[config.mk]
export PLATFORM = sky130hd
export DESIGN_NAME = key_events
export DESIGN_NICKNAME = d
export VERILOG_FILES = /design/src/rtl/key_events_pkg.sv /design/src/rtl/key_events_one.sv /design/src/rtl/key_events.sv
export SDC_FILE = /design/constraint.sdc
export NUM_CORES = 1
export LEC_CHECK = 0
export ABC_AREA = 1
export ABC_CLOCK_PERIOD_IN_PS = 1600
export CORE_ASPECT_RATIO = 1.75
export CORE_UTILIZATION = 25
export CTS_CLUSTER_SIZE = 14
export DETAILED_ROUTE_END_ITERATION = 6
export PLACE_DENSITY = 0.49
export SETUP_SLACK_MARGIN = 0.05
export SLEW_MARGIN = 20
export SYNTH_ARGS = -nofsm -noshare
export SYNTH_HDL_FRONTEND = slang
export SYNTH_SLANG_ARGS = --single-unit
[constraint.sdc]
create_clock -name clk -period 1.6 [get_ports clk]
set_clock_uncertainty 0.1 [all_clocks]
set_input_delay 0.24 -clock clk [delete_from_list [all_inputs] [get_ports clk]]
set_output_delay 0.24 -clock clk [all_outputs]
set_load 0.01 [all_outputs]
[src/rtl/key_events_pkg.sv]
// Shared definitions for the key event generator: per-channel FSM states
// and the sizing rule for the hold/repeat counter.
package key_events_pkg;

    typedef enum logic [1:0] {
        IDLE    = 2'd0,
        PRESSED = 2'd1,
        REPEAT  = 2'd2
    } key_state_t;

    // The counter only ever holds values up to max(hold, repeat)-1.
    // It is kept at least one bit wide so the hold=repeat=1 case still has a legal vector.
    function automatic int cnt_width(input int hold, input int rep);
        int m;
        m = (hold > rep) ? hold : rep;
        return (m > 1) ? $clog2(m) : 1;
    endfunction

endpackage

[src/rtl/key_events_one.sv]
// One key channel: press/release edge pulses plus a hold-then-repeat strobe.
// All outputs are registered, so each pulse appears one cycle after its sampling edge.
module key_events_one
    import key_events_pkg::*;
#(
    parameter int HOLD = 1000,
    parameter int REP  = 250,
    parameter int CW   = 10
) (
    input  logic clk,
    input  logic reset_n,
    input  logic key,
    output logic press,
    output logic key_release,
    output logic strobe,
    output logic held
);

    localparam logic [CW-1:0] HOLD_LAST = CW'(HOLD - 1);
    localparam logic [CW-1:0] REP_LAST  = CW'(REP - 1);

    key_state_t    state, state_nx;
    logic [CW-1:0] cnt, cnt_nx;
    logic          press_nx, release_nx, strobe_nx;

    always_ff @(posedge clk) begin
        if (!reset_n) begin
            state       <= IDLE;
            cnt         <= '0;
            press       <= 1'b0;
            key_release <= 1'b0;
            strobe      <= 1'b0;
            held        <= 1'b0;
        end else begin
            state       <= state_nx;
            cnt         <= cnt_nx;
            press       <= press_nx;
            key_release <= release_nx;
            strobe      <= strobe_nx;
            held        <= (state_nx == REPEAT);
        end
    end

    // A low key is checked before the terminal count, so release always beats a strobe.
    always_comb begin
        state_nx   = state;
        cnt_nx     = cnt;
        press_nx   = 1'b0;
        release_nx = 1'b0;
        strobe_nx  = 1'b0;
        case (state)
            IDLE: begin
                if (key) begin
                    state_nx  = PRESSED;
                    cnt_nx    = '0;
                    press_nx  = 1'b1;
                    strobe_nx = 1'b1;
                end
            end
            PRESSED: begin
                if (!key) begin
                    state_nx   = IDLE;
                    cnt_nx     = '0;
                    release_nx = 1'b1;
                end else if (cnt == HOLD_LAST) begin
                    state_nx  = REPEAT;
                    cnt_nx    = '0;
                    strobe_nx = 1'b1;
                end else begin
                    cnt_nx = cnt + 1'b1;
                end
            end
            REPEAT: begin
                if (!key) begin
                    state_nx   = IDLE;
                    cnt_nx     = '0;
                    release_nx = 1'b1;
                end else if (cnt == REP_LAST) begin
                    cnt_nx    = '0;
                    strobe_nx = 1'b1;
                end else begin
                    cnt_nx = cnt + 1'b1;
                end
            end
            default: begin
                state_nx = IDLE;
                cnt_nx   = '0;
            end
        endcase
    end

endmodule

[src/rtl/key_events.sv]
// Array of independent key channels. "release" is a reserved word, so the
// release pulse port is named key_release.
module key_events
    import key_events_pkg::*;
#(
    parameter int w             = 1,
    parameter int hold_cycles   = 1000,
    parameter int repeat_cycles = 250
) (
    input  logic         clk,
    input  logic         reset_n,
    input  logic [w-1:0] key,
    output logic [w-1:0] press,
    output logic [w-1:0] key_release,
    output logic [w-1:0] strobe,
    output logic [w-1:0] held
);

    localparam int CW = cnt_width(hold_cycles, repeat_cycles);

    for (genvar i = 0; i < w; i++) begin : g_ch
        key_events_one #(
            .HOLD (hold_cycles),
            .REP  (repeat_cycles),
            .CW   (CW)
        ) u_one (
            .clk         (clk),
            .reset_n     (reset_n),
            .key         (key[i]),
            .press       (press[i]),
            .key_release (key_release[i]),
            .strobe      (strobe[i]),
            .held        (held[i])
        );
    end

endmodule

==> run_summary.xml <==
<?xml version="1.0" encoding="UTF-8"?>
<metrics>
  <group name="logic_synthesis">
    <metric name="yosys_register_bits" unit="">16</metric>
    <metric name="synth_cells" unit="">144</metric>
    <metric name="yosys.cell_types.count" unit="">20</metric>
    <metric name="post_synth_main_area_contributors" unit="">sky130_fd_sc_hd__dfxtp_1 (34%), sky130_fd_sc_hd__nand2_1 (16%), sky130_fd_sc_hd__ha_1 (7.9%), sky130_fd_sc_hd__a21oi_1 (7.4%), sky130_fd_sc_hd__inv_1 (7.1%)</metric>
    <metric name="ys_warn_count" unit="">0</metric>
    <metric name="proportion_of_netlist_area_held_by_the_largest_area_contributor" unit="%">33.6</metric>
    <metric name="synth_seq_area_share" unit="%">33.6</metric>
    <metric name="syn_avg_cell_area" unit="µm²">6.61</metric>
    <metric name="synth.largest_area_cell" unit="">sky130_fd_sc_hd__dfxtp_1</metric>
    <metric name="synth_nets" unit="">153</metric>
    <metric name="post_synthesis_cell_area" unit="µm²">952</metric>
  </group>
  <group name="power_and_ir_drop">
    <metric name="vdd_drop_max" unit="V">0.000380</metric>
    <metric name="power.density_cell_area" unit="nW/µm²">729</metric>
    <metric name="report.power.total" unit="µW">882</metric>
    <metric name="power_leakage" unit="µW">0.000495</metric>
  </group>
  <group name="floorplan">
    <metric name="io_pins" unit="">7</metric>
    <metric name="vertical_extent_of_the_die" unit="µm">83.6</metric>
    <metric name="start_util" unit="%">26.2</metric>
    <metric name="core_area" unit="µm²">3630</metric>
    <metric name="fp.dieArea" unit="µm²">4070</metric>
    <metric name="rows" unit="">29</metric>
    <metric name="chipWidth" unit="µm">48.7</metric>
  </group>
  <group name="timing">
    <metric name="period_needed" unit="ns">1.44</metric>
    <metric name="worst_slack" unit="ns">0.164</metric>
    <metric name="max_slew_margin" unit="%">85.5</metric>
    <metric name="totalNegativeSetupSlack" unit="ns">0</metric>
    <metric name="timing.fmax" unit="GHz">0.697</metric>
    <metric name="final.period_utilization" unit="%">89.7</metric>
    <metric name="rsz0062_at_grt" unit="">no</metric>
    <metric name="timing.hold.ws" unit="ns">0.388</metric>
    <metric name="drv_slew" unit="">0</metric>
    <metric name="worstMarginPinSlew" unit="ns">0.217</metric>
    <metric name="setup_violations" unit="">0</metric>
    <metric name="timing_hold_violations_final" unit="">0</metric>
  </group>
  <group name="clocking">
    <metric name="cts.sinks" unit="">16</metric>
    <metric name="ctsLongestPathBuffers" unit="">2</metric>
    <metric name="cts_tree" unit="">built</metric>
    <metric name="clkSlewWorstSetupHoldPaths" unit="ns">0.07</metric>
    <metric name="total_number_of_h_tree_levels" unit="">1</metric>
    <metric name="root_buffer" unit="">sky130_fd_sc_hd__clkbuf_8</metric>
    <metric name="worst_skew_pair.late_latency" unit="ns">0.25</metric>
    <metric name="cts_made_buffers" unit="">3</metric>
  </group>
  <group name="worst_setup_path">
    <metric name="timing.critical_path.buf_inv" unit="">0</metric>
    <metric name="timing.critical_path.slowest_cell_delay" unit="ns">0.36</metric>
    <metric name="startpoint_type_of_the_worst_setup_path" unit="">register</metric>
    <metric name="worst-endpoint-required" unit="ns">1.65</metric>
    <metric name="timing.critical_path.arrival" unit="ns">1.49</metric>
    <metric name="crit_slowest_cell" unit="">sky130_fd_sc_hd__dfxtp_4</metric>
    <metric name="largest_delay_contributor_family_on_the_critical_path" unit="">simple AND/OR/NAND/NOR gates</metric>
    <metric name="cp-end-kind" unit="">register</metric>
    <metric name="worstPathCellList" unit="">ha_2 -&gt; nand2_2 -&gt; nor2_1 -&gt; nand3_1 -&gt; nand2_2 -&gt; nand2_1 -&gt; nand2_1 -&gt; nand2_2 -&gt; nand2_1 -&gt; nor2_1</metric>
    <metric name="crit_fanout" unit="">4</metric>
    <metric name="criticalPathCategory" unit="">reg -&gt; reg</metric>
  </group>
  <group name="placed_design">
    <metric name="dp.cells" unit="">205</metric>
    <metric name="routabilityCongestion" unit="">0.800</metric>
    <metric name="post-place-ws" unit="ns">-0.0231</metric>
    <metric name="final_hpwl_dp" unit="µm">1800</metric>
    <metric name="port_buffers" unit="">6</metric>
  </group>
  <group name="finish">
    <metric name="finalNonFillerCells" unit="">209</metric>
    <metric name="areaGrowthSynthToFinish" unit="%">27.1</metric>
    <metric name="layout_commonest_cell" unit="">sky130_fd_sc_hd__nand2_1</metric>
    <metric name="final_cell_mix" unit="">sky130_fd_sc_hd__nand2_1 (41), sky130_fd_sc_hd__inv_1 (18), sky130_fd_sc_hd__a21oi_1 (14), sky130_fd_sc_hd__dfxtp_1 (14), sky130_fd_sc_hd__nand3_1 (13)</metric>
    <metric name="num_antenna_cells" unit="">0</metric>
    <metric name="drive_above_1_share" unit="%">19.0</metric>
    <metric name="layout.nets" unit="">173</metric>
  </group>
  <group name="routing">
    <metric name="remaining_drc_errors" unit="">0</metric>
    <metric name="viasPerCell" unit="">4.54</metric>
    <metric name="routedWlPerCell" unit="µm">11.1</metric>
    <metric name="dr_total_vias" unit="">949</metric>
    <metric name="final_antenna_net_count" unit="">0</metric>
    <metric name="route.final.wire_length" unit="µm">2330</metric>
    <metric name="drt_iter0_drc" unit="">24</metric>
    <metric name="drt-pass1-iter-count" unit="">4</metric>
  </group>
  <group name="global_routing">
    <metric name="track_usage" unit="%">12.4</metric>
    <metric name="grt_pass1_wl" unit="µm">3800</metric>
    <metric name="grt_max_degree" unit="">11</metric>
    <metric name="grt_remaining_overflow" unit="">0</metric>
    <metric name="antenna_found_initial" unit="">0</metric>
    <metric name="first_global_vias" unit="">830</metric>
  </group>
  <group name="run">
    <metric name="drv_cap" unit="">0</metric>
  </group>
  <group name="outcome">
    <metric name="run_status" unit="">finished, final reports clean</metric>
  </group>
  <group name="worst_hold_path">
    <metric name="holdCritPathClass" unit="">reg -&gt; reg</metric>
  </group>
</metrics>
==> worst register-to-register path: stages (launching register included) <==
cell and delay (ns):
sky130_fd_sc_hd__dfxtp_4 0.36, sky130_fd_sc_hd__ha_2 0.18, sky130_fd_sc_hd__nand2_2 0.09, sky130_fd_sc_hd__nor2_1 0.11, sky130_fd_sc_hd__nand3_1 0.11, sky130_fd_sc_hd__nand2_2 0.11, sky130_fd_sc_hd__nand2_1 0.05, sky130_fd_sc_hd__nand2_1 0.07
sky130_fd_sc_hd__nand2_2 0.07, sky130_fd_sc_hd__nand2_1 0.06, sky130_fd_sc_hd__nor2_1 0.03
==> logic make-up (layout without fill, tap and decap cells) <==
logic type | after synthesis | count (layout) | synth area share (%)
AOI/OAI and AO/OA | 22 | 22 | 12.4
and+or+nand+nor | 78 | 78 | 37.5
DFF | 16 | 16 | 33.6
buffers and inverters | 22 | 41 | 8.67
adders and majority gates | 6 | 6 | 7.88
==> worst paths after layout <==
kind | from | endpoint | slack [ns] | cells past startpoint
hold reg to reg | g_ch[0].u_one.cnt[9]$_SDFFE_PN0P_ | g_ch[0].u_one.cnt[9]$_SDFFE_PN0P_ | 0.39 | 2
setup reg to reg | g_ch[0].u_one.cnt[1]$_SDFFE_PN0P_ | g_ch[0].u_one.state[0]$_SDFF_PN0_ | 0.16 | 10
setup / recovery | g_ch[0].u_one.cnt[1]$_SDFFE_PN0P_ | g_ch[0].u_one.state[0]$_SDFF_PN0_ | 0.16 | 10
hold / removal | g_ch[0].u_one.cnt[9]$_SDFFE_PN0P_ | g_ch[0].u_one.cnt[9]$_SDFFE_PN0P_ | 0.39 | 2
==> synthesized netlist by cell type (all sizes together) <==
master  number
inv         20
or2          2
a21oi       16
nand2       46
ha           6
clkbuf       1
dfxtp       16
nand3       13
nand3b       1
nor2        13
clkinv       1
nand4        2
o21ai        6
nor3         1
==> metal layers <==
layer / up-vias / global-route usage, % / share of wire (%)
met3: 4 / 1.64 / 2.4
met4: 0 / 5.61 / 1.4
li1: 495 / - / -
met5: - / 0 / 0
met2: 21 / 22.9 / 57
met1: 429 / 13.6 / 39
==> stage by stage <==
step | cell area (µm²) | util, %
6_report | 1210 | 33.3
5_1_grt | 1210 | 33.3
4_1_cts | 1200 | 33.0
3_5_place_dp | 1140 | 31.4
3_3_place_gp | 1140 | 31.4
2_1_floorplan | 952 | -
==> what timing repair did <==
item                                    4_1_cts  5_1_grt
pin swaps                                     0        0
endpoints found under the setup margin        1       13
hold buffers                                  0        0
resized for setup                             1        6
buffers inserted                              0        0
==> power breakdown <==
group	switching, µW	internal, µW	total, µW
Combinational	63.3	43.8	107
Clock	149	218	367
Sequential	2.72	404	407
==> flip-flops by register name, indices dropped and copies added (netlist names) <==
| name | flops |
|---|---|
| g_ch.u_one.state | 2 |
| g_ch.u_one.key_release | 1 |
| g_ch.u_one.press | 1 |
| g_ch.u_one.held | 1 |
| g_ch.u_one.cnt | 10 |
| g_ch.u_one.strobe | 1 |
==> cell type report <==
type / instances / area, µm²
multi-input combinational: 106 / 557
timing repair buffer: 16 / 135
inverter: 21 / 80.1
clock buffer: 4 / 55.1
fill: 393 / 2420
tap: 46 / 57.6
sequential: 16 / 325
No activity file was read; power rests on OpenSTA's default activity.
